==> config.mk <==
export PLATFORM = sky130hd
export DESIGN_NAME = systolic_mm_engine
export DESIGN_NICKNAME = d
export VERILOG_FILES = /design/src/rtl/systolic_mm_pkg.sv /design/src/rtl/systolic_mm_pe.sv /design/src/rtl/systolic_mm_engine.sv
export SDC_FILE = /design/constraint.sdc
export NUM_CORES = 2
export LEC_CHECK = 0
export BUFFER_PORTS_ARGS = -buffer_cell sky130_fd_sc_hd__buf_2
export CAP_MARGIN = 15
export CORE_MARGIN = 2
export CORE_UTILIZATION = 35
export CTS_CLUSTER_SIZE = 8
export DETAILED_ROUTE_END_ITERATION = 10
export MAX_ROUTING_LAYER = met4
export SYNTH_ARGS = -nofsm -noshare
export SYNTH_HDL_FRONTEND = slang
export SYNTH_SLANG_ARGS = --single-unit
==> constraint.sdc <==
create_clock -name clk -period 8.1 [get_ports clk]
set_clock_uncertainty 0.1 [all_clocks]
set_input_delay 0.81 -clock clk [delete_from_list [all_inputs] [get_ports clk]]
set_output_delay 0.81 -clock clk [all_outputs]
set_load 0.05 [all_outputs]
==> src/rtl/systolic_mm_pkg.sv <==
// Shared types and helpers for the systolic_mm_engine output-stationary matrix multiplier.
package systolic_mm_pkg;

    typedef enum logic [1:0] {
        IDLE,
        LOAD,
        FLUSH,
        DRAIN
    } mm_state_e;

    // Widest signed product/accumulator the sign-extension helper supports.
    localparam int unsigned MAX_W = 64;

    function automatic int unsigned cnt_width(input int unsigned max_val);
        return (max_val < 2) ? 1 : $clog2(max_val + 1);
    endfunction

    function automatic logic [MAX_W-1:0] sext_prod(input logic [MAX_W-1:0] p,
                                                   input int unsigned       pw);
        logic [MAX_W-1:0] hi_mask;
        hi_mask = ~((MAX_W'(1) << pw) - MAX_W'(1));
        return p[pw-1] ? (p | hi_mask) : (p & ~hi_mask);
    endfunction

endpackage

==> src/rtl/systolic_mm_pe.sv <==
// Single multiply-accumulate cell: forwards a right and b down through one register each.
module systolic_mm_pe
    import systolic_mm_pkg::*;
#(
    parameter int unsigned DW = 8,
    parameter int unsigned AW = 24
) (
    input  logic                 clk,
    input  logic                 reset,
    input  logic                 clear,
    input  logic signed [DW-1:0] a_in,
    input  logic signed [DW-1:0] b_in,
    output logic signed [DW-1:0] a_out,
    output logic signed [DW-1:0] b_out,
    output logic signed [AW-1:0] acc_out
);

    logic signed [DW-1:0]   a_q, b_q;
    logic signed [AW-1:0]   acc_q;
    logic signed [2*DW-1:0] prod;
    logic        [AW-1:0]   prod_ext;

    assign prod     = (2*DW)'(a_in) * (2*DW)'(b_in);
    assign prod_ext = AW'(sext_prod(MAX_W'($unsigned(prod)), 2*DW));

    always_ff @(posedge clk) begin
        if (reset) begin
            a_q   <= '0;
            b_q   <= '0;
            acc_q <= '0;
        end else begin
            a_q <= a_in;
            b_q <= b_in;
            if (clear) acc_q <= '0;
            else       acc_q <= acc_q + $signed(prod_ext);
        end
    end

    assign a_out   = a_q;
    assign b_out   = b_q;
    assign acc_out = acc_q;

endmodule

==> src/rtl/systolic_mm_engine.sv <==
// Output-stationary N x N systolic matrix-multiply engine with internal input skew and row drain.
// Optional macro SYSTOLIC_MM_RELU_EN clamps negative output lanes to zero.
module systolic_mm_engine
    import systolic_mm_pkg::*;
#(
    parameter int unsigned N  = 4,
    parameter int unsigned DW = 8,
    parameter int unsigned AW = 24
) (
    input  logic            clk,
    input  logic            reset,
    input  logic [N*DW-1:0] in_a,
    input  logic [N*DW-1:0] in_b,
    input  logic            in_valid,
    input  logic            in_last,
    output logic            in_ready,
    output logic [N*AW-1:0] out_data,
    output logic            out_valid,
    output logic            out_last,
    input  logic            out_ready
);

    localparam int unsigned CW = cnt_width(2*N - 2);
    localparam int unsigned RW = cnt_width(N - 1);

    mm_state_e       state_q;
    logic            in_ready_q, out_valid_q, out_last_q;
    logic [N*AW-1:0] out_data_q;
    logic [CW-1:0]   cnt_q;
    logic [RW-1:0]   r_q;

    logic            in_xfer, acc_clr;
    logic [RW-1:0]   row_idx;
    logic [N*AW-1:0] row_d;
    logic            last_d;

    logic signed [DW-1:0] a_edge [N];
    logic signed [DW-1:0] b_edge [N];
    logic signed [DW-1:0] a_fwd  [N][N];
    logic signed [DW-1:0] b_fwd  [N][N];
    logic signed [AW-1:0] acc    [N][N];

    assign in_xfer = in_valid & in_ready_q;
    assign acc_clr = (state_q == DRAIN) & out_valid_q & out_ready & out_last_q;

    // Lane i passes through i+1 registers; the first captures the beat or a zero bubble.
    for (genvar gi = 0; gi < N; gi++) begin : g_skew
        logic signed [DW-1:0] a_sh_q [0:gi];
        logic signed [DW-1:0] b_sh_q [0:gi];

        always_ff @(posedge clk) begin
            if (reset) begin
                for (int unsigned s = 0; s <= gi; s++) begin
                    a_sh_q[s] <= '0;
                    b_sh_q[s] <= '0;
                end
            end else begin
                a_sh_q[0] <= in_xfer ? in_a[DW*gi +: DW] : '0;
                b_sh_q[0] <= in_xfer ? in_b[DW*gi +: DW] : '0;
                for (int unsigned s = 1; s <= gi; s++) begin
                    a_sh_q[s] <= a_sh_q[s-1];
                    b_sh_q[s] <= b_sh_q[s-1];
                end
            end
        end

        assign a_edge[gi] = a_sh_q[gi];
        assign b_edge[gi] = b_sh_q[gi];
    end

    for (genvar gi = 0; gi < N; gi++) begin : g_row
        for (genvar gj = 0; gj < N; gj++) begin : g_col
            logic signed [DW-1:0] a_src, b_src;

            if (gj == 0) begin : g_a_edge
                assign a_src = a_edge[gi];
            end else begin : g_a_int
                assign a_src = a_fwd[gi][gj-1];
            end

            if (gi == 0) begin : g_b_edge
                assign b_src = b_edge[gj];
            end else begin : g_b_int
                assign b_src = b_fwd[gi-1][gj];
            end

            systolic_mm_pe #(
                .DW(DW),
                .AW(AW)
            ) u_pe (
                .clk    (clk),
                .reset  (reset),
                .clear  (acc_clr),
                .a_in   (a_src),
                .b_in   (b_src),
                .a_out  (a_fwd[gi][gj]),
                .b_out  (b_fwd[gi][gj]),
                .acc_out(acc[gi][gj])
            );
        end
    end

    // Once a row is on the output, the mux already points at the next row so a transfer reloads with no bubble.
    always_comb begin
        logic signed [AW-1:0] lane_v;
        row_idx = r_q;
        if (out_valid_q && (r_q != RW'(N-1))) row_idx = r_q + RW'(1);
        last_d = (row_idx == RW'(N-1));
        row_d  = '0;
        lane_v = '0;
        for (int unsigned j = 0; j < N; j++) begin
            lane_v = acc[row_idx][j];
`ifdef SYSTOLIC_MM_RELU_EN
            if (lane_v[AW-1]) lane_v = '0;
`endif
            row_d[AW*j +: AW] = lane_v;
        end
    end

    always_ff @(posedge clk) begin
        if (reset) begin
            state_q     <= IDLE;
            in_ready_q  <= 1'b0;
            out_valid_q <= 1'b0;
            out_last_q  <= 1'b0;
            out_data_q  <= '0;
            cnt_q       <= '0;
            r_q         <= '0;
        end else begin
            case (state_q)
                IDLE: begin
                    in_ready_q <= 1'b1;
                    if (in_xfer) begin
                        if (in_last) begin
                            state_q    <= FLUSH;
                            in_ready_q <= 1'b0;
                            cnt_q      <= '0;
                        end else begin
                            state_q <= LOAD;
                        end
                    end
                end
                LOAD: begin
                    in_ready_q <= 1'b1;
                    if (in_xfer && in_last) begin
                        state_q    <= FLUSH;
                        in_ready_q <= 1'b0;
                        cnt_q      <= '0;
                    end
                end
                FLUSH: begin
                    if (cnt_q == CW'(2*N - 2)) begin
                        state_q <= DRAIN;
                        r_q     <= '0;
                    end else begin
                        cnt_q <= cnt_q + CW'(1);
                    end
                end
                DRAIN: begin
                    if (!out_valid_q) begin
                        out_valid_q <= 1'b1;
                        out_data_q  <= row_d;
                        out_last_q  <= last_d;
                    end else if (out_ready) begin
                        if (out_last_q) begin
                            state_q     <= IDLE;
                            in_ready_q  <= 1'b1;
                            out_valid_q <= 1'b0;
                            out_last_q  <= 1'b0;
                            out_data_q  <= '0;
                            r_q         <= '0;
                        end else begin
                            r_q        <= row_idx;
                            out_data_q <= row_d;
                            out_last_q <= last_d;
                        end
                    end
                end
                default: state_q <= IDLE;
            endcase
        end
    end

    assign in_ready  = in_ready_q;
    assign out_valid = out_valid_q;
    assign out_last  = out_last_q;
    assign out_data  = out_data_q;

endmodule

==> flow_metrics.py <==
metrics = {
    "timing": {
        "worstMarginPinSlew_ns": 1.082,
        "report.final.setup_viol": 0,
        "layout_setup_ws_ns": 0.9476,
        "drv_slew": 0,
        "setup_tns_ns": 0,
        "hold_viol": 0,
        "max_freq_mhz": 139.8,
        "finalCriticalPeriod_ns": 7.152,
        "rsz0062_at_grt": "false",
        "fin_crit_sh": 0.8830,
        "max-slew-margin-rel": 0.2735,
    },
    "global_route": {
        "antenna_found_initial": 9,
        "grt_max_degree": 178,
        "track_usage": 0.1794,
        "grt_pass1_vias": 60734,
        "overflow": 0,
        "grt_pass1_wl_mm": 330.1,
    },
    "clock_tree": {
        "postCtsHoldBufs": 0,
        "postCtsSetupRepairBufs": 0,
        "h-tree-depth": 3,
        "clock_path_buffers": 3,
        "cts.sinks": 842,
        "clockRootBuffer": "clkbuf_16",
        "path_clk_slew_ns": 0.05,
        "tritoncts": "yes",
        "numCtsBuffers": 120,
        "clk_latency_ns": 0.85,
        "cts_resized": 0,
    },
    "power": {
        "p_leak_nw": 44.04,
        "seq_power_share": 0.442,
        "ir_worst_vdd_mv": 0.1902,
        "p_comb_frac": 0.069,
        "p_per_area_nw_per_um2": 109.5,
        "power.internal_mw": 7.218,
        "p_switching_mw": 2.535,
        "power_mw": 9.753,
        "p_sw_frac": 0.2600,
        "p_clk_frac": 0.489,
    },
    "yosys": {
        "ys_warn_count": 0,
        "syn-instance-count": 8788,
        "yosysTopAreaCellShare": 0.2206,
        "synth.area.mux_share": 0.02979,
        "yosysTopAreaCell": "fa_1",
        "yosysSeqAreaShare": 0.2073,
        "syn_nets": 10625,
        "synthSimpleGateAreaFrac": 0.1679,
        "synth_common_cells": "1,459 x inv_1, 896 x fa_1, 872 x ha_1",
        "yosys_register_bits": 842,
        "async_reset_ff_frac": 0,
        "ys.flop_type": "dfxtp_1",
        "ys_types": 86,
        "synth_area_leaders": "fa_1 22%, dfxtp_1 21%, ha_1 13%",
        "synth.most_common_cell": "inv_1",
        "synth_compound_area_frac": 0.1058,
        "synth-edff-count": 0,
        "synth_area_per_cell_um2": 9.253,
        "synth_top_family_by_area": "adder cells",
        "synth_adder_area_share": 0.3548,
        "synth_area_um2": 81320,
        "synth_xor_xnor_area_share": 0.05993,
    },
    "final_layout": {
        "fillers": 22906,
        "final_nets": 10793,
        "seq_area_um2": 16860,
        "multi_input_area_um2": 58470,
        "area_delta_synth_final_pct": 9.574,
        "layout.cells.non_filler": 12018,
        "final_layout_size_suffix_gt1_frac": 0.05631,
    },
    "placement": {
        "dpl.hpwl_mm": 165.4,
        "io_buffers": 167,
        "place_congestion": 0.8842,
        "pre_cts_ws_ns": 1.007,
        "dp.cells": 11859,
    },
    "critical_path": {
        "cp-start-kind": "register",
        "arrival_ns": 7.74,
        "cp_max_fo": 10,
        "cp-end-kind": "register",
        "crit_required_ns": 8.69,
        "critical_path_class": "register to register",
    },
    "detailed_routing": {
        "drc_errors": 0,
        "dr.pass1.iters": 6,
        "drtAntennaViolNets": 0,
        "via_per_inst": 4.946,
        "vias": 59441,
        "wl_per_cell_um": 17.11,
        "drt_iter0_markers": 3338,
        "finalWirelength_mm": 205.6,
    },
    "floorplan": {
        "fp.coreArea_um2": 230600,
        "die_h_um": 486.0,
        "die_w_um": 486.0,
        "die-area_um2": 236200,
        "rows": 176,
        "ioPinCount": 168,
        "start_util": 0.3527,
    },
    "run": {
        "maxCapViolations": 0,
    },
    "worst_hold_path": {
        "hold_path_class": "input port to register",
    },
    "outcome": {
        "status": "completed",
    },
}
logic make-up (layout without fill, tap and decap cells):
kind of cell,after synthesis,in the layout
AOI/OAI and AO/OA,1304,1304
xor gates and xnor gates,550,550
adders and majority gates,1768,1768
buffers and inverters,1611,1809
DFF,842,842
muxes,120,120
other,0,6
and+or+nand+nor,2593,2593
critical path: stages (launching register included):
cell	delay, ns
dfxtp_1	0.41
and2_1	0.21
fa_1	0.53
inv_1	0.06
fa_1	0.52
inv_1	0.05
fa_1	0.47
inv_1	0.05
fa_1	0.48
inv_1	0.04
ha_1	0.30
o21ai_0	0.09
nor2_1	0.09
o41ai_1	0.42
o21ai_0	0.22
o41ai_1	0.33
xnor2_1	0.50
ha_1	0.46
a21o_1	0.21
a21oi_1	0.21
nor2b_1	0.08
a21oi_1	0.10
a21bo_2	0.25
o41ai_2	0.28
o21ai_0	0.17
or3_1	0.37
nand2_1	0.07
power by group through the flow:
stage	registers (mW)	clock network, mW	logic, mW
after floorplan	4.36	0	0.470
after global placement	4.39	0	0.667
after detailed placement	4.40	0	0.680
after CTS	4.31	4.93	0.684
after global routing	4.32	5.08	0.747
final	4.31	4.77	0.671
path summary, 6_finish.rpt:
kind | cells past startpoint | endpoint | start | slack [ns]
min reg2reg | 1 | g_skew[1].b_sh_q[0][14] | g_skew[1].b_sh_q[0][6] | 0.33
max | 26 | g_row[0].g_col[3].u_pe.acc_out[23] | g_skew[3].b_sh_q[3][2] | 0.95
min | 2 | g_skew[1].b_sh_q[0][7] | in_b[15] | 0.11
max reg2reg | 26 | g_row[0].g_col[3].u_pe.acc_out[23] | g_skew[3].b_sh_q[3][2] | 0.95
metrics by stage:
step,util,area (µm²),hold slack (ns)
3_5_place_dp,0.3716,85670,0.3267
2_1_floorplan,-,81320,0.3138
3_3_place_gp,0.3716,85670,0.3262
4_1_cts,0.3864,89080,0.03960
6_report,0.3865,89100,0.1126
5_1_grt,0.3864,89090,0.07045
area by class of cell:
type	count	share of cell area
sequential	842	0.1892
antenna	6	0.0001685
clock inverter	12	0.002570
inverter	1459	0.06146
multi-input combinational	6335	0.6562
tap	3026	0.04249
clock buffer	140	0.03567
timing repair buffer	198	0.01225
layout by cell type (no fill, tap or decap), types with 113 or more instances in the layout:
cell       Yosys  layout
nor2_1       604     603
a21oi_1      372     371
a21o_1       160     160
nor2b_1      417     417
nand2_1      351     351
nor3_1       113     113
clkbuf_16      0     120
xnor2_1      378     377
xor2_1       167     167
o21ai_0      203     202
dfxtp_1      842     842
and2_1       803     803
fa_1         896     896
ha_1         872     872
inv_1       1459    1459
buf_2         10     166
routing by layer:
layer	GRT usage	vias up	routed length, µm
met5	-	-	0
met4	0.03571	0	3905
met3	0.01945	211	7721
met2	0.2979	996	98930
met1	0.2368	29506	95020
li1	-	28728	-
state kept, by name, summed over array words and instances, names as in the netlist:
register / flops
r_q: 2
g_row.g_col.u_pe.b_out: 96
cnt_q: 3
in_ready: 1
g_row.g_col.u_pe.acc_out: 384
out_valid: 1
state_q: 2
out_last: 1
g_skew.b_sh_q: 80
out_data: 96
g_skew.a_sh_q: 80
g_row.g_col.u_pe.a_out: 96
Power figures use the tool's default switching activity.
